## config.mk

```make
export PLATFORM = sky130hd
export DESIGN_NAME = pipe_control_flat
export DESIGN_NICKNAME = d
export VERILOG_FILES = /design/src/rtl/pipe_control_if.sv /design/src/rtl/pipe_control.sv /design/src/flat_wrapper.sv
export SDC_FILE = /design/constraint.sdc
export NUM_CORES = 1
export LEC_CHECK = 0
export BUFFER_PORTS_ARGS = -buffer_cell sky130_fd_sc_hd__buf_2
export CAP_MARGIN = 0
export CORE_MARGIN = 1
export CORE_UTILIZATION = 57
export CTS_CLUSTER_DIAMETER = 50
export DETAILED_ROUTE_END_ITERATION = 8
export GPL_TIMING_DRIVEN = 0
export PLACE_DENSITY = 0.89
export SLEW_MARGIN = 20
export SYNTH_ARGS = -nofsm -noshare
export SYNTH_HDL_FRONTEND = slang
export SYNTH_SLANG_ARGS = --single-unit
```

## constraint.sdc

```tcl
create_clock -name clk_i -period 7.06 [get_ports clk_i]
set_clock_uncertainty 0.15 [all_clocks]
set_input_delay 1.059 -clock clk_i [delete_from_list [all_inputs] [get_ports clk_i]]
set_output_delay 1.059 -clock clk_i [all_outputs]
set_load 0.01 [all_outputs]
```

## src/rtl/pipe_control_if.sv

```systemverilog
// Control-side bundle between the 5-stage datapath (master) and pipe_control (slave).
interface pipe_control_if #(
  parameter int REG_AW = 5,
  parameter int CNT_W  = 16
);
  logic              valid_i;
  logic [6:0]        opcode_i;
  logic [REG_AW-1:0] rs1_i, rs2_i, rd_i;
  logic              branch_taken_i;
  logic              stall_o, flush_o, illegal_o;
  logic              ex_alusrc_o;
  logic [1:0]        ex_aluop_o;
  logic [1:0]        fwd_a_o, fwd_b_o;
  logic              mem_memwr_o, mem_memrd_o;
  logic              wb_memtoreg_o, wb_regwr_o;
  logic [REG_AW-1:0] wb_rd_o;
  logic [CNT_W-1:0]  stall_cnt_o, flush_cnt_o;

  modport master (
    output valid_i, opcode_i, rs1_i, rs2_i, rd_i, branch_taken_i,
    input  stall_o, flush_o, illegal_o, ex_alusrc_o, ex_aluop_o, fwd_a_o, fwd_b_o,
           mem_memwr_o, mem_memrd_o, wb_memtoreg_o, wb_regwr_o, wb_rd_o,
           stall_cnt_o, flush_cnt_o
  );

  modport slave (
    input  valid_i, opcode_i, rs1_i, rs2_i, rd_i, branch_taken_i,
    output stall_o, flush_o, illegal_o, ex_alusrc_o, ex_aluop_o, fwd_a_o, fwd_b_o,
           mem_memwr_o, mem_memrd_o, wb_memtoreg_o, wb_regwr_o, wb_rd_o,
           stall_cnt_o, flush_cnt_o
  );
endinterface

```

## src/rtl/pipe_control.sv

```systemverilog
// Pipelined RV64-subset control: ID decode, ID/EX/MEM/WB control registers,
// load-use stall, EX forwarding selects, branch flush and saturating event counters.

module pipe_fwd_sel #(
  parameter int REG_AW = 5
) (
  input  logic [REG_AW-1:0] src,
  input  logic              mem_regwr,
  input  logic [REG_AW-1:0] mem_rd,
  input  logic              wb_regwr,
  input  logic [REG_AW-1:0] wb_rd,
  output logic [1:0]        sel
);
  // MEM result is younger than WB, so it wins; x0 is hardwired and never forwarded.
  always_comb begin
    sel = 2'b00;
    if (mem_regwr && mem_rd != '0 && mem_rd == src)   sel = 2'b10;
    else if (wb_regwr && wb_rd != '0 && wb_rd == src) sel = 2'b01;
  end
endmodule

module pipe_control #(
  parameter int REG_AW       = 5,
  parameter int BRANCH_STAGE = 1,
  parameter int CNT_W        = 16
) (
  input logic           clk_i,
  input logic           rst_i,
  pipe_control_if.slave bus
);
  localparam logic [6:0] OP_R    = 7'b0110011;
  localparam logic [6:0] OP_ADDI = 7'b0010011;
  localparam logic [6:0] OP_LD   = 7'b0000011;
  localparam logic [6:0] OP_SD   = 7'b0100011;
  localparam logic [6:0] OP_BEQ  = 7'b1100011;

  typedef struct packed {
    logic       alusrc;
    logic [1:0] aluop;
    logic       memrd, memwr, memtoreg, regwr, branch, illegal;
  } ctrl_t;

  typedef struct packed {
    ctrl_t             c;
    logic [REG_AW-1:0] rs1, rs2, rd;
  } idex_t;

  typedef struct packed {
    logic              memrd, memwr, memtoreg, regwr;
    logic [REG_AW-1:0] rd;
  } exmem_t;

  typedef struct packed {
    logic              memtoreg, regwr;
    logic [REG_AW-1:0] rd;
  } memwb_t;

  ctrl_t  id_c;
  logic   use_rs1, use_rs2;
  idex_t  ex_q;
  exmem_t mem_q;
  memwb_t wb_q;
  logic   load_use, stall, flush, bubble;
  logic [CNT_W-1:0] stall_cnt, flush_cnt;

  always_comb begin
    id_c    = '0;
    use_rs1 = 1'b0;
    use_rs2 = 1'b0;
    if (bus.valid_i) begin
      use_rs1 = 1'b1;
      case (bus.opcode_i)
        OP_R:    begin id_c.aluop = 2'b10; id_c.regwr = 1'b1; use_rs2 = 1'b1; end
        OP_ADDI: begin id_c.alusrc = 1'b1; id_c.aluop = 2'b11; id_c.regwr = 1'b1; end
        OP_LD:   begin
          id_c.alusrc = 1'b1; id_c.memrd = 1'b1; id_c.memtoreg = 1'b1; id_c.regwr = 1'b1;
        end
        OP_SD:   begin id_c.alusrc = 1'b1; id_c.memwr = 1'b1; use_rs2 = 1'b1; end
        OP_BEQ:  begin id_c.aluop = 2'b01; id_c.branch = 1'b1; use_rs2 = 1'b1; end
        default: begin id_c.illegal = 1'b1; use_rs1 = 1'b0; end
      endcase
    end
  end

  assign load_use = ex_q.c.memrd && ex_q.rd != '0 &&
                    ((use_rs1 && bus.rs1_i == ex_q.rd) || (use_rs2 && bus.rs2_i == ex_q.rd));

  generate
    if (BRANCH_STAGE == 1) begin : g_br_ex
      // Taken beq in EX kills the ID instruction, which would otherwise be stalled.
      assign flush  = ~rst_i & ex_q.c.branch & bus.branch_taken_i;
      assign stall  = ~rst_i & load_use & ~flush;
      assign bubble = stall | flush;
    end else begin : g_br_id
      // A stalled beq compares stale operands, so its outcome is ignored.
      assign stall  = ~rst_i & load_use;
      assign flush  = ~rst_i & id_c.branch & bus.branch_taken_i & ~stall;
      assign bubble = stall;
    end
  endgenerate

  always_ff @(posedge clk_i or posedge rst_i) begin
    if (rst_i) begin
      ex_q      <= '0;
      mem_q     <= '0;
      wb_q      <= '0;
      stall_cnt <= '0;
      flush_cnt <= '0;
    end else begin
      if (bubble) begin
        ex_q <= '0;
      end else begin
        ex_q.c   <= id_c;
        ex_q.rs1 <= bus.rs1_i;
        ex_q.rs2 <= bus.rs2_i;
        ex_q.rd  <= bus.rd_i;
      end
      mem_q.memrd    <= ex_q.c.memrd;
      mem_q.memwr    <= ex_q.c.memwr;
      mem_q.memtoreg <= ex_q.c.memtoreg;
      mem_q.regwr    <= ex_q.c.regwr;
      mem_q.rd       <= ex_q.rd;
      wb_q.memtoreg  <= mem_q.memtoreg;
      wb_q.regwr     <= mem_q.regwr;
      wb_q.rd        <= mem_q.rd;
      if (stall && !(&stall_cnt)) stall_cnt <= stall_cnt + 1'b1;
      if (flush && !(&flush_cnt)) flush_cnt <= flush_cnt + 1'b1;
    end
  end

  logic [1:0][REG_AW-1:0] ex_src;
  logic [1:0][1:0]        fwd;

  assign ex_src = {ex_q.rs2, ex_q.rs1};

  generate
    for (genvar i = 0; i < 2; i++) begin : g_fwd
      pipe_fwd_sel #(.REG_AW(REG_AW)) u_fwd (
        .src       (ex_src[i]),
        .mem_regwr (mem_q.regwr),
        .mem_rd    (mem_q.rd),
        .wb_regwr  (wb_q.regwr),
        .wb_rd     (wb_q.rd),
        .sel       (fwd[i])
      );
    end
  endgenerate

  assign bus.stall_o       = stall;
  assign bus.flush_o       = flush;
  assign bus.illegal_o     = ex_q.c.illegal;
  assign bus.ex_alusrc_o   = ex_q.c.alusrc;
  assign bus.ex_aluop_o    = ex_q.c.aluop;
  assign bus.fwd_a_o       = fwd[0];
  assign bus.fwd_b_o       = fwd[1];
  assign bus.mem_memwr_o   = mem_q.memwr;
  assign bus.mem_memrd_o   = mem_q.memrd;
  assign bus.wb_memtoreg_o = wb_q.memtoreg;
  assign bus.wb_regwr_o    = wb_q.regwr;
  assign bus.wb_rd_o       = wb_q.rd;
  assign bus.stall_cnt_o   = stall_cnt;
  assign bus.flush_cnt_o   = flush_cnt;
endmodule
```

## src/flat_wrapper.sv

```systemverilog
// flat-port wrapper written by rule: the top's interface ports become plain ports
module pipe_control_flat 
#(
  parameter int REG_AW       = 5,
  parameter int BRANCH_STAGE = 1,
  parameter int CNT_W        = 16
)
  (clk_i, rst_i, bus_valid_i, bus_opcode_i, bus_rs1_i, bus_rs2_i, bus_rd_i, bus_branch_taken_i, bus_stall_o, bus_flush_o, bus_illegal_o, bus_ex_alusrc_o, bus_ex_aluop_o, bus_fwd_a_o, bus_fwd_b_o, bus_mem_memwr_o, bus_mem_memrd_o, bus_wb_memtoreg_o, bus_wb_regwr_o, bus_wb_rd_o, bus_stall_cnt_o, bus_flush_cnt_o);
  pipe_control_if #(.REG_AW(REG_AW), .CNT_W(CNT_W)) bus_i ();
  input logic clk_i;
  input logic rst_i;
  input wire logic [$bits(bus_i.valid_i)-1:0] bus_valid_i;
  input wire logic [$bits(bus_i.opcode_i)-1:0] bus_opcode_i;
  input wire logic [$bits(bus_i.rs1_i)-1:0] bus_rs1_i;
  input wire logic [$bits(bus_i.rs2_i)-1:0] bus_rs2_i;
  input wire logic [$bits(bus_i.rd_i)-1:0] bus_rd_i;
  input wire logic [$bits(bus_i.branch_taken_i)-1:0] bus_branch_taken_i;
  output wire logic [$bits(bus_i.stall_o)-1:0] bus_stall_o;
  output wire logic [$bits(bus_i.flush_o)-1:0] bus_flush_o;
  output wire logic [$bits(bus_i.illegal_o)-1:0] bus_illegal_o;
  output wire logic [$bits(bus_i.ex_alusrc_o)-1:0] bus_ex_alusrc_o;
  output wire logic [$bits(bus_i.ex_aluop_o)-1:0] bus_ex_aluop_o;
  output wire logic [$bits(bus_i.fwd_a_o)-1:0] bus_fwd_a_o;
  output wire logic [$bits(bus_i.fwd_b_o)-1:0] bus_fwd_b_o;
  output wire logic [$bits(bus_i.mem_memwr_o)-1:0] bus_mem_memwr_o;
  output wire logic [$bits(bus_i.mem_memrd_o)-1:0] bus_mem_memrd_o;
  output wire logic [$bits(bus_i.wb_memtoreg_o)-1:0] bus_wb_memtoreg_o;
  output wire logic [$bits(bus_i.wb_regwr_o)-1:0] bus_wb_regwr_o;
  output wire logic [$bits(bus_i.wb_rd_o)-1:0] bus_wb_rd_o;
  output wire logic [$bits(bus_i.stall_cnt_o)-1:0] bus_stall_cnt_o;
  output wire logic [$bits(bus_i.flush_cnt_o)-1:0] bus_flush_cnt_o;
  assign bus_i.valid_i = bus_valid_i;
  assign bus_i.opcode_i = bus_opcode_i;
  assign bus_i.rs1_i = bus_rs1_i;
  assign bus_i.rs2_i = bus_rs2_i;
  assign bus_i.rd_i = bus_rd_i;
  assign bus_i.branch_taken_i = bus_branch_taken_i;
  assign bus_stall_o = bus_i.stall_o;
  assign bus_flush_o = bus_i.flush_o;
  assign bus_illegal_o = bus_i.illegal_o;
  assign bus_ex_alusrc_o = bus_i.ex_alusrc_o;
  assign bus_ex_aluop_o = bus_i.ex_aluop_o;
  assign bus_fwd_a_o = bus_i.fwd_a_o;
  assign bus_fwd_b_o = bus_i.fwd_b_o;
  assign bus_mem_memwr_o = bus_i.mem_memwr_o;
  assign bus_mem_memrd_o = bus_i.mem_memrd_o;
  assign bus_wb_memtoreg_o = bus_i.wb_memtoreg_o;
  assign bus_wb_regwr_o = bus_i.wb_regwr_o;
  assign bus_wb_rd_o = bus_i.wb_rd_o;
  assign bus_stall_cnt_o = bus_i.stall_cnt_o;
  assign bus_flush_cnt_o = bus_i.flush_cnt_o;
  pipe_control #(.REG_AW(REG_AW), .BRANCH_STAGE(BRANCH_STAGE), .CNT_W(CNT_W)) u_core (.clk_i(clk_i), .rst_i(rst_i), .bus(bus_i));
endmodule
```

==> qor.csv <==
stage;metric;value;unit
outcome;status;finished clean;
die;initial_core_util;60.2;%
global_routing;grtUsageMet2;41.3;%
sta;drv_slew;0;
synth;yosys.area_share.xor_xnor;16.8;%
sta;hold_viol_final;0;
synth;synth_top_family_by_area;simple AND/OR/NAND/NOR gates;
synth;synthesis.instances;264;
synth;yosys-top-cells-count;70 x dfrtp_1, 31 x xor2_1, 29 x xnor2_1, 15 x and2_1, 15 x nand3_1;
die;ios;77;
sta;worst_slew_pin_slew;0.610;ns
clock_network;clkTransAtPathRegs;0.07;ns
routing;firstDrtPassIters;6;
clock_network;htreeDepth;3;
die;fp.coreArea;5200;um^2
die;row_count;26;
synth;synth_top_area_share;55.9;%
synth;yosysMostFrequentCell;dfrtp_1;
global_routing;grt_usage;24.9;%
setup_path;critPathTopFamily;buffers and inverters;
setup_path;ff2ff_setup_slack;4.58;ns
routing;wire_per_inst;15.1;um
setup_path;cp-end-kind;output pin;
clock_network;clkLatencyLatePin;0.33;ns
setup_path;reg2reg_depth;6;
die;die_w;76.2;um
synth;async_flop_share;100;%
setup_path;crit_type;primary input to output pin;
clock_network;cts_setup_buffers;0;
pwr;vdd_drop_max;0.138;mV
placement;dp_slack;3.16;ns
setup_path;r2r_start;u_core.bus.flush_cnt_o[0];
sta;rsz0062_at_grt;no;
die;dieHeight;76.2;um
die;die_area;5800;um^2
clock_network;clock_sinks;70;
routing;route.vias.total;2287;
global_routing;antenna_found_initial;0;
setup_path;cp.arrival;2.64;ns
synth;synth_fa_ha_area_share;0.798;%
global_routing;use_met1;30.5;%
global_routing;grt_max_degree;44;
synth;postSynthAreaPerCell;11.9;um^2
setup_path;cp_max_fo;43;
setup_path;critPathCapture;bus_stall_o;
clock_network;cts_made_buffers;9;
sta;tns;0;ns
synth;yosysSeqAreaShare;55.9;%
global_routing;busiest_layer;met2;
clock_network;cts_root_buffer;clkbuf_8;
cells_and_area;syn_to_final_growth;22.6;%
routing;drt-initial-drc-count;136;
clock_network;ctsLongestPathBuffers;2;
synth;muxShareOfSynthArea;0.718;%
setup_path;cp_data_required_time;5.85;ns
sta;final.setup.worst_slack;3.21;ns
cells_and_area;nNetsFinal;380;
routing;antenna_left;0;
synth;syn_area;3140;um^2
global_routing;grt_first_pass_wirelength;11.2;mm
routing;wl;6.46;mm
global_routing;grt.overflow.total;0;
synth;synthTopCellsByArea;dfrtp_1 56%, xor2_1 8.7%, xnor2_1 8.1%;
placement;dpl.hpwl;4.75;mm
synth;synth_top_area_cell;dfrtp_1;
setup_path;critPathLaunch;rst_i;
global_routing;grt_use_met3;6.35;%
sta;setup_viol;0;
placement;io_buffers;76;
run;cap_violations;0;
sta;layout_min_cycle_time;3.85;ns
sta;relSlewSlack;59.2;%
synth;ys_seq_elements;70;
setup_path;r2r_end;u_core.bus.flush_cnt_o[14];
sta;fin_crit_sh;54.5;%
placement;placed_area;3630;um^2
cells_and_area;drive_above_1_share;31.7;%
min_path;holdCritPathClass;flop to flop;
sta;fmax;0.260;GHz
routing;vias_per_cell;5.36;
setup_path;cp.depth;8;
clock_network;cts_resized;0;
synth;synth_cell_type_count;39;
cells_and_area;postLayoutCellArea;3840;um^2
synth;synth-edff-count;0;
synth;synthSimpleGateAreaFrac;21.7;%
synth;synth_nets;292;
pwr;power.density;210;nW/um^2
setup_path;crit_slowest_cell;nor3_2;
setup_path;crit_buf_inv;4;
setup_path;crit_top_cell;buf_2;
sta;hold_ws;0.210;ns
setup_path;path_cells;buf_2 -> inv_4 -> buf_12 -> nand3_1 -> nor3_2 -> nand2_1 -> nor2_1 -> buf_2;
clock_network;ctsHoldBuffers;0;
pwr;power.total;0.806;mW
setup_path;critPathLaunchType;primary input;
cells_and_area;diodes;0;
synth;synth_compound_area_share;2.23;%
routing;drc_errors;0;
synth;yosysWarningCount;0;
clock_network;cts_tree;done;
global_routing;grt_pass1_vias;2383;
synth;synth-main-ff-cell;dfrtp_1;
setup_path;cp_slowest_stage_delay;0.38;ns
placement;gp_congestion;0.828;
pwr;power.leakage;1.91;nW
==> state kept, by name (all words and copies together), names as in the netlist, 2 cells and up <==
name / cells
u_core.bus.stall_cnt_o: 16
u_core.bus.flush_cnt_o: 16
u_core.mem_q: 6
u_core.bus.wb_rd_o: 5
u_core.bus.ex_aluop_o: 2
u_core.ex_q: 19
==> routing by layer <==
metal / vias up / wire length, um
met4: 0 / 102
li1: 1072 / -
met1: 1131 / 2780
met5: - / 0
met2: 71 / 3190
met3: 13 / 386
==> through the flow <==
step	cells	utilization, %
final	427	73.9
after floorplan	264	-
after CTS	427	73.9
after global routing	427	73.9
after detailed placement	411	69.7
after global placement	410	69.2
==> worst reg2reg max path: cells and delay by family, from the launching register on <==
kind	cells	cell delay (ns)
simple gates	3	0.94
flops	1	0.41
fa+ha+maj	1	0.26
compound gates	1	0.49
xor+xnor	1	0.13
==> cell usage in the layout, fill, tap and decap left out, drive strengths merged, types with 2 or more instances in the layout <==
cell type,synthesis,layout
xnor2,29,29
clkinv,0,2
nor2,14,14
a21oi,3,3
nand2,13,13
xor2,31,31
ha,2,2
or4,5,5
inv,8,8
clkbuf,1,14
nand4,10,10
mux2,2,2
nor4,7,7
dfrtp,70,70
nand3,15,15
and2,15,15
buf,3,80
nor3,13,13
and3,5,5
or3,3,3
nand4bb,2,2
o21ai,2,2
==> final cells by class <==
cell class / count / area [um^2]
Clock inverter: 3 / 40.0
Sequential cell: 70 / 1750
Tap cell: 70 / 87.6
Timing Repair Buffer: 77 / 400
Fill cell: 385 / 1360
Buffer: 4 / 30.0
Multi-Input combinational cell: 182 / 1320
Inverter: 8 / 32.5
Clock buffer: 13 / 179
==> kinds of logic after synthesis <==
group	Yosys count
xor gates and xnor gates	60
adders and majority gates	2
buffers and inverters	12
muxes	2
and+or+nand+nor	109
AOI/OAI and AO/OA	9
DFF	70
==> power by group <==
group | internal [mW] | switching (mW)
clock | 0.201 | 0.140
combinational | 0.0224 | 0.0244
sequential | 0.409 | 0.00940
==> worst min path at each step <==
stage,from,end,slack [ns],depth (start not counted)
after global placement,u_core.ex_q[17],u_core.mem_q[5],0.19,0
after CTS,u_core.ex_q[17],u_core.mem_q[5],0.22,0
final,u_core.ex_q[17],u_core.mem_q[5],0.21,0
after floorplan,u_core.ex_q[19],u_core.bus.mem_memwr_o,0.18,0
after global routing,u_core.ex_q[19],u_core.bus.mem_memwr_o,0.22,0
after detailed placement,u_core.ex_q[17],u_core.mem_q[5],0.20,0
(Power assumes the default switching activity.)
